[config.mk]
export PLATFORM = sky130hd
export DESIGN_NAME = clk_tick_stepper
export DESIGN_NICKNAME = d
export VERILOG_FILES = /design/src/rtl/clk_tick_stepper_pkg.sv /design/src/rtl/clk_tick_stepper_sync_edge_det.sv /design/src/rtl/clk_tick_stepper.sv
export SDC_FILE = /design/constraint.sdc
export NUM_CORES = 1
export LEC_CHECK = 0
export ABC_AREA = 1
export CAP_MARGIN = 0
export CORE_MARGIN = 3
export CORE_UTILIZATION = 37
export CTS_CLUSTER_SIZE = 16
export DETAILED_ROUTE_END_ITERATION = 6
export PLACE_DENSITY_LB_ADDON = 0.1
export SLEW_MARGIN = 10
export SYNTH_ARGS = -nofsm -noshare
export SYNTH_HDL_FRONTEND = slang
export SYNTH_SLANG_ARGS = --single-unit
[constraint.sdc]
create_clock -name inclk -period 2.3 [get_ports inclk]
set_input_delay 0.46 -clock inclk [delete_from_list [all_inputs] [get_ports inclk]]
set_output_delay 0.46 -clock inclk [all_outputs]
set_load 0.01 [all_outputs]
[src/rtl/clk_tick_stepper_pkg.sv]
// clk_step_pkg: handshake FSM state type and default sizing shared by clk_tick_stepper and its synchroniser
package clk_step_pkg;
  typedef enum logic [1:0] {ST_IDLE, ST_REQ, ST_REL} step_state_t;
  localparam int DEF_SYNC_STAGES = 2;
  localparam int DEF_CNT_W = 24;
  localparam int DEF_MISS_W = 8;
endpackage

[src/rtl/clk_tick_stepper_sync_edge_det.sv]
// sync_edge_det: multi-flop synchroniser for an async level plus a one-cycle rising-edge pulse
// ports: inclk clock, rst async active-low reset, d async input, q_sync synchronised level, rise edge pulse
module sync_edge_det
  import clk_step_pkg::*;
#(
  parameter int STAGES = DEF_SYNC_STAGES
) (
  input  logic inclk,
  input  logic rst,
  input  logic d,
  output logic q_sync,
  output logic rise
);
  logic [STAGES-1:0] sync_q, sync_d;
  logic prev_q, prev_d;
  always_comb begin
    sync_d = {sync_q[STAGES-2:0], d};
    prev_d = sync_q[STAGES-1];
  end
  always_ff @(posedge inclk or negedge rst)
    if (!rst) begin
      sync_q <= '0;
      prev_q <= 1'b0;
    end else begin
      sync_q <= sync_d;
      prev_q <= prev_d;
    end
  assign q_sync = sync_q[STAGES-1];
  assign rise = q_sync & ~prev_q;
endmodule

[src/rtl/clk_tick_stepper.sv]
// clk_tick_stepper: turns slowclk edges or step-button presses into 4-phase req/ack steps and counts steps/drops
// ports: inclk clock, rst async active-low reset, slowclk/step_btn async inputs, run_en free-run select,
//        clr_cnt sync counter clear, ack core acknowledge; req step request, busy FSM active, tick slowclk edge,
//        step_count wrapping step counter, miss_count saturating drop counter, missed sticky drop flag
module clk_tick_stepper
  import clk_step_pkg::*;
#(
  parameter int SYNC_STAGES = DEF_SYNC_STAGES,
  parameter int CNT_W = DEF_CNT_W,
  parameter int MISS_W = DEF_MISS_W
) (
  input  logic              inclk,
  input  logic              rst,
  input  logic              slowclk,
  input  logic              run_en,
  input  logic              step_btn,
  input  logic              clr_cnt,
  input  logic              ack,
  output logic              req,
  output logic              busy,
  output logic              tick,
  output logic [CNT_W-1:0]  step_count,
  output logic [MISS_W-1:0] miss_count,
  output logic              missed
);
  logic tick_w, btn_rise, sl_sync, btn_sync, unused_sync;
  logic launch, done, drop;
  step_state_t state_q, state_d;
  logic req_q, req_d, busy_q, busy_d, missed_q, missed_d;
  logic [CNT_W-1:0] step_q, step_d;
  logic [MISS_W-1:0] miss_q, miss_d;

  sync_edge_det #(.STAGES(SYNC_STAGES)) u_sl (
    .inclk(inclk), .rst(rst), .d(slowclk), .q_sync(sl_sync), .rise(tick_w)
  );
  sync_edge_det #(.STAGES(SYNC_STAGES)) u_btn (
    .inclk(inclk), .rst(rst), .d(step_btn), .q_sync(btn_sync), .rise(btn_rise)
  );
  assign unused_sync = sl_sync & btn_sync;

  // the source not selected by run_en is simply ignored, so it never counts as a drop
  assign launch = run_en ? tick_w : btn_rise;
  assign done = (state_q == ST_REQ) && ack;
  assign drop = launch && (state_q != ST_IDLE);

  always_comb begin
    state_d = (state_q == ST_IDLE) ? (launch ? ST_REQ : ST_IDLE) :
              (state_q == ST_REQ)  ? (ack ? ST_REL : ST_REQ) :
                                     (ack ? ST_REL : ST_IDLE);
    req_d = (state_d == ST_REQ);
    busy_d = (state_d != ST_IDLE);
    step_d = clr_cnt ? '0 : step_q + CNT_W'(done);
    miss_d = clr_cnt ? '0 : miss_q + MISS_W'(drop && !(&miss_q));
    missed_d = !clr_cnt && (missed_q || drop);
  end

  always_ff @(posedge inclk or negedge rst)
    if (!rst) begin
      state_q <= ST_IDLE;
      req_q <= 1'b0;
      busy_q <= 1'b0;
      step_q <= '0;
      miss_q <= '0;
      missed_q <= 1'b0;
    end else begin
      state_q <= state_d;
      req_q <= req_d;
      busy_q <= busy_d;
      step_q <= step_d;
      miss_q <= miss_d;
      missed_q <= missed_d;
    end

  assign req = req_q;
  assign busy = busy_q;
  assign tick = tick_w;
  assign step_count = step_q;
  assign miss_count = miss_q;
  assign missed = missed_q;
endmodule

After elaboration in Yosys (flattened, before gate mapping)
Cells that the tools add are included.
{"block": "totals", "register_bits": 43, "input_bits": 7, "output_inout_bits": 36, "elab_cells": 37}
{"block": "op_classes", "n_addsub": 2, "n_eq_ne": 2, "mux": 8, "bitwise_logic": 4, "n_reduce_logical": 11}
{"cell": "24-bit by 1-bit adder with 24-bit output", "n": 1}
{"cell": "24-bit two-way mux", "n": 1}
{"cell": "8-bit by 1-bit adder with 8-bit output", "n": 1}
{"cell": "2-bit two-way mux", "n": 4}
{"cell": "8-bit two-way mux", "n": 1}
{"cell": "8-bit AND reduction", "n": 1}
{"cell": "2-bit by 1-bit == test with 1-bit output, second input constant", "n": 2}
{"cell": "1-bit logical AND", "n": 4}
{"cell": "2-bit nonzero test", "n": 2}
{"cell": "1-bit AND", "n": 2}
{"cell": "1-bit zero test", "n": 2}
{"cell": "2-bit zero test", "n": 1}
{"cell": "1-bit two-way mux", "n": 2}
{"cell": "1-bit inverter", "n": 2}
{"cell": "1-bit logical OR", "n": 1}

Depth between registers and ports, before layout
Gate-level depths: netlist of run 1.
{"block": "depth", "ltp_word": 7, "depth_mapped": 12, "ltp_nobuf": 12}

By module
Synthesis of run 1 repeated with hierarchy kept, for this count alone.
{"block": "hier_totals", "cells_unflattened": 250, "hier_area_um2": 2073.2}
{"mod": "clk_tick_stepper", "instances": 1, "cells_per_inst": 240, "area_each_um2": 1903.1, "seq_area_each_um2": 925.9}
{"mod": "sync_edge_det", "instances": 2, "cells_per_inst": 5, "area_each_um2": 85.1, "seq_area_each_um2": 75.1}

Worst setup path after synthesis of run 1
No wires, ideal clock.
{"block": "synth_path", "kind": "input to register", "from": "in run_en", "to": "reg miss_q[7] (netlist: miss_count[7])", "setup_ps": 119, "arrival_time_ps": 1617, "required_ps": 2181, "slack_ps": 564, "stages": 9, "path_buffers": 0, "cell_sequence": "o31ai_1 nand2_1 a21oi_1 ha_1 nand2_1 nor3_1 nand3_1 nand2_1 nor2_1"}
{"block": "synth_via", "elab_chain_cells": 5}
{"item": "start, declared", "line_no": "clk_tick_stepper.sv:15", "text": "input logic run_en,"}
{"item": "1-bit two-way mux", "line_no": "clk_tick_stepper.sv:42", "text": "assign launch = run_en ? tick_w : btn_rise;"}
{"item": "1-bit logical AND", "line_no": "clk_tick_stepper.sv:44", "text": "assign drop = launch && (state_q != ST_IDLE);"}
{"item": "1-bit logical AND", "line_no": "clk_tick_stepper.sv:53", "text": "miss_d = clr_cnt ? '0 : miss_q + MISS_W'(drop && !(&miss_q));"}
{"item": "8-bit by 1-bit adder with 8-bit output", "line_no": "clk_tick_stepper.sv:53"}
{"item": "8-bit two-way mux", "line_no": "clk_tick_stepper.sv:53"}
{"item": "net miss_d[7]", "line_no": "clk_tick_stepper.sv:31", "text": "logic [MISS_W-1:0] miss_q, miss_d;"}
{"item": "end signal, assigned", "line_no": "clk_tick_stepper.sv:70", "text": "miss_q <= miss_d;"}
{"item": "end, declared", "line_no": "clk_tick_stepper.sv:31"}
The timed path passes the listed nets, and every way through them passes these cells.

Worst setup path after layout of run 1
Same ends and word-level chain as after synthesis.

==> summary.txt, run 1 <==
Timing
  • Setup ws final: slightly below 300 ps
  • Post-route fraction of the period consumed by the critical path: a little under 90%
  • Setup repair after global routing missed its margin: no
  • Final setup vio count: 0
  • Total count of hold-check failures in the final report: 0
  • Fmax: between 400 and 500 MHz
  • Max transition margin: between 60 and 70%
  • Clock skew: around 4.8 ps
  • Max Slew Vio Count: 0
  • Fin Setup TNS: 0 ps
  • Minimum clock period: about 2000 ps
  • Worst hold-check slack: about 220 ps
  • Actual slew at the worst max-slew pin: 555 ps

Drt
  • # DRC: 0
  • Routed vias/inst: roughly 4.6
  • Starting DRC count in detailed routing: roughly 90
  • Wire length per cell after detailed routing: about 12 um
  • DRT antenna net count: 0
  • Via Count: approximately 1700
  • Detailed Route WL: between 4 and 5 mm
  • Number of iterations in the first detailed-routing pass: 4

Placement
  • Area post-placement: between 2000 and 3000 um2
  • Post-placement setup slack: -54.2 ps
  • Final HPWL from detailed placement: 3.35 mm
  • Count of input and output buffers: between 40 and 50
  • Routability congestion estimate from global placement: around 0.8

Yosys
  • Post-synthesis cell type count: 27
  • Portion of the post-synthesis area used by sequential elements: about half
  • Synth warnings: 0
  • Post-Synthesis Mean Instance Area: 8.55 um2
  • Flop and latch count out of synthesis: 43
  • Post-synthesis instance area: roughly 2200 um2
  • Net count of the mapped netlist: 264
  • Synth Instances: ~250

Die
  • Core region area: between 5000 and 6000 um2
  • Placement row count: 27
  • Die area: around 6800 um2
  • Die outline width: about 82 um
  • Die extent in y: 82.4 um
  • Starting density of the core: 38.8%
  • IO Pins: 43

Global route
  • Largest net degree at the start of global routing: 44
  • Overall Global Routing Usage: about 15%
  • Via count of the first global-routing pass: ~1700
  • Antenna violations before repair: 0
  • First-pass GRT wire length: between 7 and 8 mm
  • Congestion Overflow GR: 0

Worst setup path
  • Flop2flop setup slack: 480 ps
  • Max stage delay on crit path: between 400 and 500 ps
  • Critical path buffer and inverter count: 1
  • Dominant cell type by count on the critical path: nand2_1
  • Worst EP required: approximately 2500 ps
  • Arrival time at the worst endpoint: 2200 ps
  • Endpoint of the most critical register-to-register path: miss_count[7]
  • Critical path capture point: miss_count[7]
  • Beginning of the worst register-to-register path: u_sl.sync_q[1]
  • CP delay by family, top: simple AND/OR/NAND/NOR gates
  • Type of the worst setup path: primary input to flip-flop
  • Crit start category: primary input
  • Worst-case reg-to-reg path depth: 12
  • Launching element of the worst setup path: run_en
  • Cell-by-cell listing of the critical path: clkdlybuf4s50_1, o31ai_1, nand2_1, a21oi_1, ha_1, nand2_1, nor3_1, nand3_1, nand2_1, nor2_1
  • Crit path max-delay cell type: clkdlybuf4s50_1
  • Capturing element type of the critical path: flip-flop
  • Highest net fanout along the worst path: 3
  • Logic depth of the worst setup path including buffers: 10

Layout
  • Diode insertion count for antenna repair: 0
  • Fraction of layout cells with a size suffix above 1: 12.5%
  • Total Nets Final: 313
  • Design Area, Final: roughly 2800 um2
  • Area delta synth->final: 28.4%
  • Final core utilization: between 40% and 50%

Clocking
  • Count of instances resized after the clock tree is built: 0
  • Root cell of the clock tree: clkbuf_8
  • Clock transition at the register clock pins on the worst setup and hold paths after CTS: roughly 90 ps
  • CTS tree: built
  • Maximum level of the CTS H-tree: 2
  • CTS Sinks: 43
  • Cts-stage hold buffer count: 0
  • Count of buffers added by post-CTS timing repair for setup: 0
  • Clk Latency, worst-skew pair: between 200 and 300 ps
  • Total clock buffers created by CTS: 5
  • Buffer depth of the longest clock path: 2

Power
  • Seq pwr share: a little over half
  • Switching Fraction: a little under a quarter
  • Power density over the cells: between 500 and 600 nW/um2
  • Internal power consumption: approximately 1.2 mW
  • Switching pwr: 0.341 mW
  • Worst IR drop on VDD: 332 uV
  • Static leakage power: about 1.3 nW
  • Share of power burned in the clock network: roughly two fifths
  • Share of power burned in combinational logic: roughly 7.8%

Job
  • # Max-Cap Violations: 0

Hold path
  • Worst min-delay path category: primary input to async pin

Run status
  • Status: completed
-- worst min-delay path by stage --
stage / from / end / depth (start not counted)
floorplan: rst / busy / 0
global placement: u_btn.sync_q[0] / u_btn.sync_q[1] / 0
detailed placement: u_sl.sync_q[0] / u_sl.sync_q[1] / 0
CTS: rst / miss_count[4] / 2
global route: rst / miss_count[6] / 2
finish: rst / miss_count[4] / 2
-- sequential cells by signal, summed over array words and instances, names as in the netlist --
signal / cells
busy: 1
miss_count: 8
missed: 1
req: 1
state_q: 2
step_count: 24
u_btn.prev_q: 1
u_btn.sync_q: 2
u_sl.prev_q: 1
u_sl.sync_q: 2
-- synthesized netlist by cell type --
cell | number | area (um2)
nand2_1 | 53 | 199
nor2_1 | 47 | 176
dfrtp_1 | 43 | 1080
inv_1 | 26 | 97.6
a21oi_1 | 16 | 80.1
nand3_1 | 13 | 65.1
nand2_2 | 6 | 37.5
nor3_1 | 6 | 30.0
nor2_2 | 5 | 31.3
o21ai_0 | 5 | 25.0
ha_1 | 4 | 50.1
nor2_4 | 4 | 45.0
xor2_1 | 4 | 35.0
nand3_2 | 3 | 30.0
nor2_8 | 3 | 60.1
clkbuf_1 | 2 | 7.51
inv_2 | 2 | 7.51
nand2_4 | 2 | 22.5
a31oi_1 | 1 | 6.26
buf_12 | 1 | 20.0
bufinv_8 | 1 | 17.5
nand3b_1 | 1 | 7.51
nand4_1 | 1 | 6.26
o21a_1 | 1 | 7.51
o21ai_1 | 1 | 5.00
o31ai_1 | 1 | 7.51
xnor2_1 | 1 | 8.76
-- layout make-up --
class                           instances  area [um2]
Fill cell                             534        2800
Sequential cell                        43        1080
Multi-Input combinational cell        178         936
Timing Repair Buffer                   45         438
Inverter                               29         123
Tap cell                               72        90.1
Clock buffer                            5        68.8
Clock inverter                          3        43.8
-- cell usage in the layout (no fill, tap or decap), drive strengths merged --
cell type,instances
xnor2,1
nand3b,1
ha,4
inv,28
nor3,6
a31oi,1
buf,4
a21oi,16
clkdlybuf4s50,41
clkinv,2
clkbuf,5
nand2,61
o31ai,1
dfrtp,43
bufinv,2
nand3,16
o21ai,6
xor2,4
o21a,1
nor2,59
nand4,1
-- power groups by stage --
stage	sequential, mW	clock, mW	combinational, mW
floorplan	0.810	0	0.0503
global placement	0.804	0	0.119
detailed placement	0.805	0	0.120
CTS	0.790	0.616	0.120
global route	0.793	0.639	0.131
finish	0.790	0.591	0.116
-- cells by family after synthesis --
kind of cell,Yosys count,synth area share [%]
AO/OA/AOI/OAI,25,6.08
XOR/XNOR,5,2.03
adder cells (fa/ha/maj),4,2.31
buffers and inverters,32,6.94
flip-flops,43,49.8
AND/OR/NAND/NOR,144,32.9
-- stage by stage --
stage	total power, mW	cells
floorplan	0.861	253
global placement	0.924	367
detailed placement	0.925	367
CTS	1.53	375
global route	1.56	375
finish	1.50	375
-- metal layers --
layer  GRT usage, %  vias up  wire length (um)
li1               -      890                 -
met1           20.4      809              2210
met2           23.5       30              2070
met3           3.90        7               222
met4           4.49        0                57
met5              0        -                 0
No activity file was read; power rests on OpenSTA's default activity.
==> inputs of run 2 (changes only) <==
Settings changed: CTS_CLUSTER_SIZE 16 to not set.
==> results of run 2 <==
Final layout, timing and power as in run 1 (identical DEF).
==> inputs of run 3 (changes only) <==
Settings changed: GPL_ROUTABILITY_DRIVEN set to 0, PLACE_DENSITY set to 0.65, PLACE_DENSITY_LB_ADDON 0.1 to not set.
==> run 3 against run 2 <==
Against the previous run:
- global-route usage is 0.89 points lower
- non-clock buffer count stayed put
- critical path depth stayed put
- clock skew is 2.8 ps higher
- sequential share of layout area is 0.19 points higher
- die area stayed put
- critical endpoint unchanged
- largest power group unchanged
==> summary.txt, run 3 (synthesis results as in run 1) <==
Drt
  • Number of iterations in the first detailed-routing pass: 4 (unchanged)
  • Starting DRC count in detailed routing: 77 (-13%)
  • Routed vias/inst: 4.52 (-2.4%)
  • Wire length per cell after detailed routing: 11.5 um (-5.4%)
  • Detailed Route WL: 4.31 mm (-5.4%)
  • Via Count: 1694 (-2.4%)
  • # DRC: 0 (unchanged)
  • DRT antenna net count: 0 (unchanged)

Die
  • Die extent in y: 82.4 um (unchanged)
  • IO Pins: 43 (unchanged)
  • Starting density of the core: 38.8% (unchanged)
  • Placement row count: 27 (unchanged)
  • Core region area: 5570 um2 (unchanged)
  • Die outline width: 82.4 um (unchanged)
  • Die area: 6800 um2 (unchanged)

Clocking
  • CTS Sinks: 43 (unchanged)
  • Clk Latency, worst-skew pair: 290 ps (about the same)
  • Buffer depth of the longest clock path: 2 (unchanged)
  • CTS tree: built
  • Count of instances resized after the clock tree is built: 0 (unchanged)
  • Maximum level of the CTS H-tree: 2 (unchanged)
  • Cts-stage hold buffer count: 0 (unchanged)
  • Count of buffers added by post-CTS timing repair for setup: 0 (unchanged)
  • Root cell of the clock tree: clkbuf_8
  • Total clock buffers created by CTS: 5 (unchanged)
  • Clock transition at the register clock pins on the worst setup and hold paths after CTS: 80 ps (about the same)

Worst setup path
  • Highest net fanout along the worst path: 3 (unchanged)
  • Crit path max-delay cell type: clkdlybuf4s50_1
  • Cell-by-cell listing of the critical path: clkdlybuf4s50_1, o31ai_1, nand2_1, a21oi_1, ha_1, nand2_1, nor3_1, nand3_1, nand2_1, nor2_1
  • Dominant cell type by count on the critical path: nand2_1
  • Endpoint of the most critical register-to-register path: miss_count[7]
  • Flop2flop setup slack: 480 ps (about the same)
  • Worst EP required: 2490 ps (about the same)
  • Type of the worst setup path: primary input to flip-flop
  • Beginning of the worst register-to-register path: u_sl.prev_q
  • Crit start category: primary input
  • Worst-case reg-to-reg path depth: 11 (-1)
  • Max stage delay on crit path: 420 ps (about the same)
  • Arrival time at the worst endpoint: 2230 ps (+30 ps)
  • Capturing element type of the critical path: flip-flop

Placement
  • Final HPWL from detailed placement: 3.25 mm (-2.9%)
  • Count of input and output buffers: 42 (unchanged)

Layout
  • Sequential cell area: 1080 um2 (unchanged)
  • Combined area of the multi-input logic cells: 936 um2 (unchanged)
  • Number of fill cells: 554 (+3.7%)
  • Total Nets Final: 313 (unchanged)
  • Fraction of layout cells with a size suffix above 1: 12.5% (unchanged)
  • Leading cell type in the layout, fill and taps excluded: nand2_1
  • Flip-flop count of the largest register after layout: 24 (unchanged)
  • Commonest cells after routing, fill and taps aside: nand2_1, nor2_1, dfrtp_1
  • Diode insertion count for antenna repair: 0 (unchanged)
  • Final core utilization: 49.5% (-0.25 points)
  • Area delta synth->final: 27.7%

Global route
  • Overall Global Routing Usage: 14.1% (-0.89 points)
  • Congestion Overflow GR: 0 (unchanged)
  • Largest net degree at the start of global routing: 44 (unchanged)
  • First-pass GRT wire length: 7.36 mm (-5.2%)
  • Antenna violations before repair: 0 (unchanged)
  • Via count of the first global-routing pass: 1628 (-1.6%)

Timing
  • Fmax: 491 MHz (-1.3%)
  • Max Slew Vio Count: 0 (unchanged)
  • Actual slew at the worst max-slew pin: 544 ps (-10.8 ps)
  • Post-route fraction of the period consumed by the critical path: 88.5% (+1.2 points)
  • Final setup vio count: 0 (unchanged)
  • Setup repair after global routing missed its margin: no
  • Minimum clock period: 2040 ps (+26.9 ps)
  • Clock skew: 7.60 ps (+2.80 ps)
  • Total count of hold-check failures in the final report: 0 (unchanged)
  • Max transition margin: 63.7% (+0.72 points)
  • Fin Setup TNS: 0 ps (unchanged)

Power
  • Worst IR drop on VDD: 248 uV (-25%)
  • Overall power of the completed layout: 1.41 mW (-5.9%)
  • Static leakage power: 1.27 nW (-0.83%)
  • Power density over the cells: 510 nW/um2 (-5.4%)

Job
  • # Max-Cap Violations: 0 (unchanged)

Run status
  • Status: completed

Hold path
  • Worst min-delay path category: primary input to async pin
run 3: worst max path at each step:
stage,from,to,slack [ps],depth (start not counted)
after CTS,run_en,miss_count[7],250,10
after detailed placement,run_en,miss_count[7],-70,10
final,run_en,miss_count[7],260,10
after global placement,run_en,miss_count[7],20,10
after global routing,run_en,miss_count[7],50,10
after floorplan,run_en,miss_count[7],560,9
run 3: per-stage QoR:
stage | cell area [um2] | cells | setup WS (ps) | hold slack [ps]
after floorplan | 2160 | 253 | 564 | 164
after global placement | 2660 | 367 | 16.9 | 333
after detailed placement | 2660 | 367 | -69.6 | 336
after CTS | 2760 | 375 | 249 | 253
after global routing | 2760 | 375 | 47.3 | 274
final | 2760 | 375 | 264 | 234
run 3: where the power goes:
part           switching, mW  total, mW  internal (mW)  leakage, nW
registers             0.0113      0.790          0.779        0.582
clock network          0.258      0.503          0.245       0.0474
logic                 0.0626      0.116         0.0531        0.646
run 3: cell type report:
cell class,count,area share (%)
clock inverters,2,0.589
repair buffers,45,15.9
clock buffers,6,2.99
inverters,29,4.44
flip-flops and latches,43,39.0
well taps,72,3.26
multi-input cells,178,33.9
run 3: routing by layer:
metal / up-vias / global-route usage, % / share of wire [%]
li1: 893 / - / -
met2: 21 / 23.0 / 48
met3: 6 / 3.47 / 3.1
met1: 774 / 18.4 / 48
met5: - / 0 / 0
met4: 0 / 4.49 / 1.4
run 3: critical path, delay by kind of cell:
kind,cells,cell delay (ps)
simple gates,6,740
compound gates,2,440
buf+inv,1,420
fa+ha+maj,1,180
